`config.mk`:
```
export PLATFORM = sky130hd
export DESIGN_NAME = uart_rx
export DESIGN_NICKNAME = d
export VERILOG_FILES = /design/src/rtl/uart_rx.sv
export SDC_FILE = /design/constraint.sdc
export NUM_CORES = 1
export LEC_CHECK = 0
export CAP_MARGIN = 40
export CORE_MARGIN = 3
export CORE_UTILIZATION = 50
export CTS_CLUSTER_SIZE = 28
export DETAILED_ROUTE_END_ITERATION = 10
export HOLD_SLACK_MARGIN = 0.06
export PLACE_DENSITY = 0.72
export SETUP_SLACK_MARGIN = 0.15
export SLEW_MARGIN = 20
export SYNTH_ARGS = -nofsm -noshare
export SYNTH_HDL_FRONTEND = slang
export SYNTH_SLANG_ARGS = --single-unit
```
`constraint.sdc`:
```
create_clock -name clk -period 3.1 [get_ports clk]
set_input_delay 0.62 -clock clk [delete_from_list [all_inputs] [get_ports clk]]
set_output_delay 0.62 -clock clk [all_outputs]
set_load 0.005 [all_outputs]
```
`src/rtl/uart_rx.sv`:
```
// UART receiver: start bit, DATA_BITS data bits LSB first, one stop bit, timed by baud_tick.
// Latency: stop bit sampled MID + OVERSAMPLE*(DATA_BITS+1) ticks after start detect; rx_valid/frame_err one clk later.
// Backpressure: none; rx_data is overwritten by each new frame and must be taken on rx_valid.
//
// Ports:
//   clk, rst    rising-edge clock, asynchronous active-high reset
//   baud_tick   one-clk pulse, OVERSAMPLE pulses per bit period
//   rx_line     asynchronous serial input, idle high
//   rx_data     last correctly framed word (LSB = first bit received)
//   rx_valid    one-clk pulse when rx_data updates
//   frame_err   one-clk pulse when the stop bit is sampled low
//   busy        high whenever the receiver is not idle
module uart_rx #(
    parameter int DATA_BITS  = 8,
    parameter int OVERSAMPLE = 16
) (
    input  logic                 clk,
    input  logic                 rst,
    input  logic                 baud_tick,
    input  logic                 rx_line,
    output logic [DATA_BITS-1:0] rx_data,
    output logic                 rx_valid,
    output logic                 frame_err,
    output logic                 busy
);

    localparam int TICK_W = $clog2(OVERSAMPLE);
    localparam int BIT_W  = (DATA_BITS > 1) ? $clog2(DATA_BITS) : 1;
    localparam int MID    = OVERSAMPLE / 2;

    typedef enum logic [2:0] {
        S_IDLE  = 3'd0,
        S_START = 3'd1,
        S_DATA  = 3'd2,
        S_STOP  = 3'd3,
        S_BREAK = 3'd4
    } state_t;

    state_t                 state_q, state_d;
    logic [TICK_W-1:0]      tick_cnt_q, tick_cnt_d;
    logic [BIT_W-1:0]       bit_idx_q, bit_idx_d;
    logic [DATA_BITS-1:0]   shift_q, shift_d;
    logic [DATA_BITS-1:0]   rx_data_q, rx_data_d;
    logic                   rx_valid_q, rx_valid_d;
    logic                   frame_err_q, frame_err_d;
    logic                   rx_meta_q, rx_s_q;

    // Two-flop synchroniser; idles high so reset never looks like a start bit.
    always_ff @(posedge clk or posedge rst) begin
        if (rst) begin
            rx_meta_q <= 1'b1;
            rx_s_q    <= 1'b1;
        end else begin
            rx_meta_q <= rx_line;
            rx_s_q    <= rx_meta_q;
        end
    end

    always_ff @(posedge clk or posedge rst) begin
        if (rst) begin
            state_q     <= S_IDLE;
            tick_cnt_q  <= '0;
            bit_idx_q   <= '0;
            shift_q     <= '0;
            rx_data_q   <= '0;
            rx_valid_q  <= 1'b0;
            frame_err_q <= 1'b0;
        end else begin
            state_q     <= state_d;
            tick_cnt_q  <= tick_cnt_d;
            bit_idx_q   <= bit_idx_d;
            shift_q     <= shift_d;
            rx_data_q   <= rx_data_d;
            rx_valid_q  <= rx_valid_d;
            frame_err_q <= frame_err_d;
        end
    end

    always_comb begin
        state_d     = state_q;
        tick_cnt_d  = tick_cnt_q;
        bit_idx_d   = bit_idx_q;
        shift_d     = shift_q;
        rx_data_d   = rx_data_q;
        // Pulses are cleared every clk, not only on ticks, so they stay one clk wide.
        rx_valid_d  = 1'b0;
        frame_err_d = 1'b0;

        if (baud_tick) begin
            case (state_q)
                S_IDLE: begin
                    if (!rx_s_q) begin
                        state_d    = S_START;
                        tick_cnt_d = '0;
                    end
                end
                S_START: begin
                    // Only the mid-bit sample decides; earlier glitches are ignored.
                    if (tick_cnt_q == TICK_W'(MID - 1)) begin
                        tick_cnt_d = '0;
                        bit_idx_d  = '0;
                        state_d    = rx_s_q ? S_IDLE : S_DATA;
                    end else begin
                        tick_cnt_d = tick_cnt_q + TICK_W'(1);
                    end
                end
                S_DATA: begin
                    if (tick_cnt_q == TICK_W'(OVERSAMPLE - 1)) begin
                        tick_cnt_d = '0;
                        // LSB arrives first: shift right, new bit enters at the MSB.
                        shift_d = shift_q >> 1;
                        shift_d[DATA_BITS-1] = rx_s_q;
                        if (bit_idx_q == BIT_W'(DATA_BITS - 1)) begin
                            state_d = S_STOP;
                        end else begin
                            bit_idx_d = bit_idx_q + BIT_W'(1);
                        end
                    end else begin
                        tick_cnt_d = tick_cnt_q + TICK_W'(1);
                    end
                end
                S_STOP: begin
                    if (tick_cnt_q == TICK_W'(OVERSAMPLE - 1)) begin
                        tick_cnt_d = '0;
                        if (rx_s_q) begin
                            rx_data_d  = shift_q;
                            rx_valid_d = 1'b1;
                            state_d    = S_IDLE;
                        end else begin
                            frame_err_d = 1'b1;
                            state_d     = S_BREAK;
                        end
                    end else begin
                        tick_cnt_d = tick_cnt_q + TICK_W'(1);
                    end
                end
                S_BREAK: begin
                    // Wait for the line to return high so a held-low line cannot restart a frame.
                    if (rx_s_q) begin
                        state_d = S_IDLE;
                    end
                end
                default: begin
                    state_d = S_IDLE;
                end
            endcase
        end
    end

    assign rx_data   = rx_data_q;
    assign rx_valid  = rx_valid_q;
    assign frame_err = frame_err_q;
    assign busy      = (state_q != S_IDLE);

endmodule

```
After elaboration in Yosys (flattened, before gate mapping)

Index checks and enable logic that the tools add are counted.

Reductions and logical operators: 10
Add/sub/neg operators: 2
Equal/unequal tests: 14
Mux-type cells: 25

Operators with widths:

| cell                                                                  | number |
|---|---|
| 3-bit two-way mux                                                     | 10 |
| 3-bit case mux with 5 select lines                                    | 1 |
| 2-bit != test, second input constant                                  | 7 |
| 4-bit two-way mux                                                     | 3 |
| 4-bit case mux with 3 select lines                                    | 1 |
| 1-bit two-way mux                                                     | 8 |
| 7-bit AND reduction                                                   | 1 |
| 3-bit by 2-bit equality test with 1-bit output, second input constant | 2 |
| 3-bit equality test, second input constant                            | 2 |
| 3-bit case mux with 2 select lines                                    | 1 |
| 3-bit AND reduction                                                   | 2 |
| 3-bit nonzero test                                                    | 2 |
| 5-bit AND reduction                                                   | 1 |
| 4-bit by 1-bit adder with 4-bit output, second input constant         | 1 |
| 4-bit by 3-bit equality test with 1-bit output, second input constant | 1 |
| 4-bit equality test, second input constant                            | 1 |
| 4-bit AND reduction                                                   | 1 |
| 3-bit by 1-bit adder with 3-bit output, second input constant         | 1 |
| 3-bit by 1-bit equality test with 1-bit output, second input constant | 1 |
| 3-bit logical NOT                                                     | 1 |
| 2-bit two-way mux                                                     | 1 |
| 2-bit nonzero test                                                    | 1 |
| 2-bit OR reduction                                                    | 1 |

Flip-flop bits (word level): 30
Input bits: 4
Output and inout port bits: 11
Logic and storage cells: 60

Logic depth before layout (Yosys ltp)

Word-level depth: 4
Mapped depth: 5
Mapped depth without buffers: 5

Least setup slack after synthesis

OpenSTA, ideal clock, no wires.

Path type: reg-to-reg
Start: register tick_cnt_q[0]
End: register rx_data_q[0] (netlist: rx_data[0])
Data required time: 2.975 ns
Path buffers: 0
Library setup time: 0.125 ns
Slack: 1.468 ns
Data arrival time: 1.507 ns
Stages on the path, launching flop included: 5
Clock period less this slack: 1.632 ns
Cell sequence: dfrtp_1 > ha_1 > nand4_4 > nor3_4 > mux2_2

Cells in the longest elaborated chain, start to end: 2

Ends and longest elaborated chain:

| element                       | RTL line | RTL |
|---|---|---|
| start: declaration            | 40       | `logic [TICK_W-1:0] tick_cnt_q, tick_cnt_d;` |
| start signal: assignment      | 70       | `tick_cnt_q <= tick_cnt_d;` |
| 4-bit equality test           | 123      | `if (tick_cnt_q == TICK_W'(OVERSAMPLE - 1)) begin` |
| 4-bit AND reduction (no line) | --       |  |
| end signal: assignment        | 73       | `rx_data_q <= rx_data_d;` |
| end: declaration              | 43       | `logic [DATA_BITS-1:0] rx_data_q, rx_data_d;` |

Every way passes these cells.
A chain may end at the register's enable or synchronous reset.

Worst setup path in the final report

Start: register state_q[2]
End: output busy

Cells in the longest elaborated chain, start to end: 1

Ends and longest elaborated chain:

| element                  | RTL line | RTL |
|---|---|---|
| start: declaration       | 39       | `state_t state_q, state_d;` |
| start signal: assignment | 69       | `state_q <= state_d;` |
| 3-bit nonzero test       | 153      | `assign busy = (state_q != S_IDLE);` |
| end: declaration         | 24       | `output logic busy` |

Every way passes these cells.

==> results_dict.tcl <==
set metrics [dict create \
    die-height_um 58.59 \
    timing.final.crit_share 0.7315 \
    detailedPlace.worstSlack_ps 676.0 \
    totalPowerFinal_mw 1.175 \
    maximum_clock_insertion_buffer_count 2 \
    nets 129 \
    worst_ep_required_time_ps 2480 \
    worstSkewPairLatency_ps 320 \
    crit_path_arrival_time_ps 1650 \
    outcome "finished, final reports clean" \
    setup-violations-final 0 \
    core_region_area_um2 2545 \
    finClkSkew_ps 7.085 \
    wire_per_inst_um 15.42 \
    portBuffers 14 \
    routed-wl-met2_mm 1.110 \
    timing.final.ws_setup_ps 832.4 \
    final_common_cell "dfrtp_1" \
    worstMarginPinSlew_ps 525.2 \
    grt_start_max_net_pins 31 \
    inserted_diodes 0 \
    n_fill_cell 204 \
    totalWireLength_mm 2.359 \
    avgViaCountPerCell 5.693 \
    drv.max_cap_violation_count 0 \
    timing.max_slew.rel_slack 0.6466 \
    antenna_violations_before_repair 0 \
    global_route.overflow_total 0 \
    tritoncts "built" \
    fin_setup_tns_ps 0 \
    count_of_mapped_cells_out_of_synthesis 104 \
    powerDensity_nw_per_um2 707.9 \
    yosys_warnings 0 \
    grt_overall_usage 0.1560 \
    rows 18 \
    dominantRegCellSynth "dfrtp_1" \
    dpl.hpwl_mm 1.658 \
    postSynthRegisterBits 30 \
    grt_pass1_vias 843 \
    finalCriticalPeriod_ps 2268 \
    gp_congestion 0.7910 \
    setup.worst_path.class "reg -> out" \
    setup.worst_path.end_class "output port" \
    critical_path.max_fanout 11 \
    postPlaceCellArea_um2 1548 \
    commonest_cells_after_routing_fill_and_taps_aside "dfrtp_1, mux2_2, clkdlybuf4s50_1" \
    clock_sink_count 30 \
    ios 15 \
    area_growth_syn_to_layout_pct 20.00 \
    syn-cell-area_um2 1383 \
    synthDistinctLibCells 38 \
    dpl.cell_count 145 \
    power_leakage_nw 0.7590 \
    finalNonFillerCells 153 \
    whs_ps 361.9 \
    cts_resized 0 \
    drt_iter0_markers 18 \
    path_category_of_the_worst_min_delay_check "reg -> reg" \
    syn-mean-instance-area_um2 13.29 \
    detail-route-antenna-nets 0 \
    wirelength_met1_mm 1.127 \
    timing.critical_path.from_type "flop" \
    holdBufCountCts 0 \
    cts.htree.levels 2 \
    async_set_reset_flop_share_out_of_synthesis 1.000 \
    highest_layer "met4" \
    layout.cell_area.non_filler_um2 1659 \
    synth-edff-count 0 \
    firstDrtPassIters 4 \
    cts_buffers 5 \
    final_core_utilization 0.6519 \
    cts_setup_buffers 0 \
    proportion_of_layout_cells_with_a_drive_suffix_above_1 0.2764 \
    total_number_of_vias 871 \
    routed-wl-met3_um 91 \
    synth-seq-area-share 0.5448 \
    slew_viol_final 0 \
    maximum_ir_drop_on_the_vdd_rail_mv 0.6850 \
    clock-root-buffer "clkbuf_4" \
    grt_pass1_wl_mm 3.939 \
    synth_nets 111 \
    drcViolationCount 0 \
    initial_utilization 0.5433 \
    die-width_um 58.59 \
    max_freq_mhz 441.0 \
    hold_viol_final 0 \
    cts.clk_slew.worst_paths_ps 90 \
    design.die.area_um2 3432 \
    rsz0062_at_grt "no" \
]
flip-flops by register name, summed over array words and instances, names as in the netlist:
| register | flops |
|---|---|
| rx_data | 8 |
| state_q | 3 |
| tick_cnt_q | 4 |
| rx_s_q | 1 |
| shift_q | 8 |
| rx_valid | 1 |
| bit_idx_q | 3 |
| rx_meta_q | 1 |
| frame_err | 1 |
worst max-delay path, cell delays in order, from the launching register on:
cell and delay (ps):
dfrtp_1 490, or3_1 390, clkdlybuf4s50_1 450
final timing paths:
path	cells after the start	slack [ps]	end	start
worst min register to register	0	360	rx_s_q	rx_meta_q
worst min-delay path	0	360	rx_s_q	rx_meta_q
worst max-delay path	2	830	busy	state_q[2]
worst max register to register	4	1230	rx_data[1]	tick_cnt_q[0]
min in group asynchronous	3	670	rx_valid	rst
max in group asynchronous	3	2120	rx_meta_q	rst
synthesized netlist by cell type, types with 3 or more instances:
master | instances | share of area
buf_2 | 4 | 0.014
ha_1 | 3 | 0.027
a22o_1 | 3 | 0.019
nand3_1 | 3 | 0.011
nand2b_1 | 3 | 0.014
or2_2 | 3 | 0.014
dfrtp_1 | 28 | 0.51
inv_1 | 4 | 0.011
mux2_2 | 17 | 0.14
final cells by class:
type,instances,area (um^2),area share
Inverter,4,15.01,0.009050
Clock buffer,6,51.30,0.03092
Sequential cell,30,753.2,0.4540
Clock inverter,2,60.06,0.03620
Tap cell,30,37.54,0.02262
Multi-Input combinational cell,66,594.3,0.3582
Timing Repair Buffer,15,147.6,0.08899
cell families after synthesis:
| kind of cell | Yosys count | synth area share |
|---|---|---|
| DFF | 30 | 0.5448 |
| AOI/OAI and AO/OA | 16 | 0.09051 |
| and+or+nand+nor | 28 | 0.1602 |
| buffers and inverters | 8 | 0.02534 |
| muxes | 18 | 0.1457 |
| xor gates and xnor gates | 1 | 0.006336 |
| adders and majority gates | 3 | 0.02715 |
metal layers:
layer / vias to the layer above / track usage
met1: 432 / 0.2146
met2: 12 / 0.2233
met5: - / 0
met3: 4 / 0.04825
li1: 423 / -
met4: 0 / 0.07767
report_power, final:
group	total, mW	leakage (nW)	switching, mW	internal [mW]
clock	0.411	0.0585	0.138	0.273
sequential	0.544	0.387	0.0794	0.465
combinational	0.219	0.313	0.0984	0.121
No activity file was read; power rests on OpenSTA's default activity.
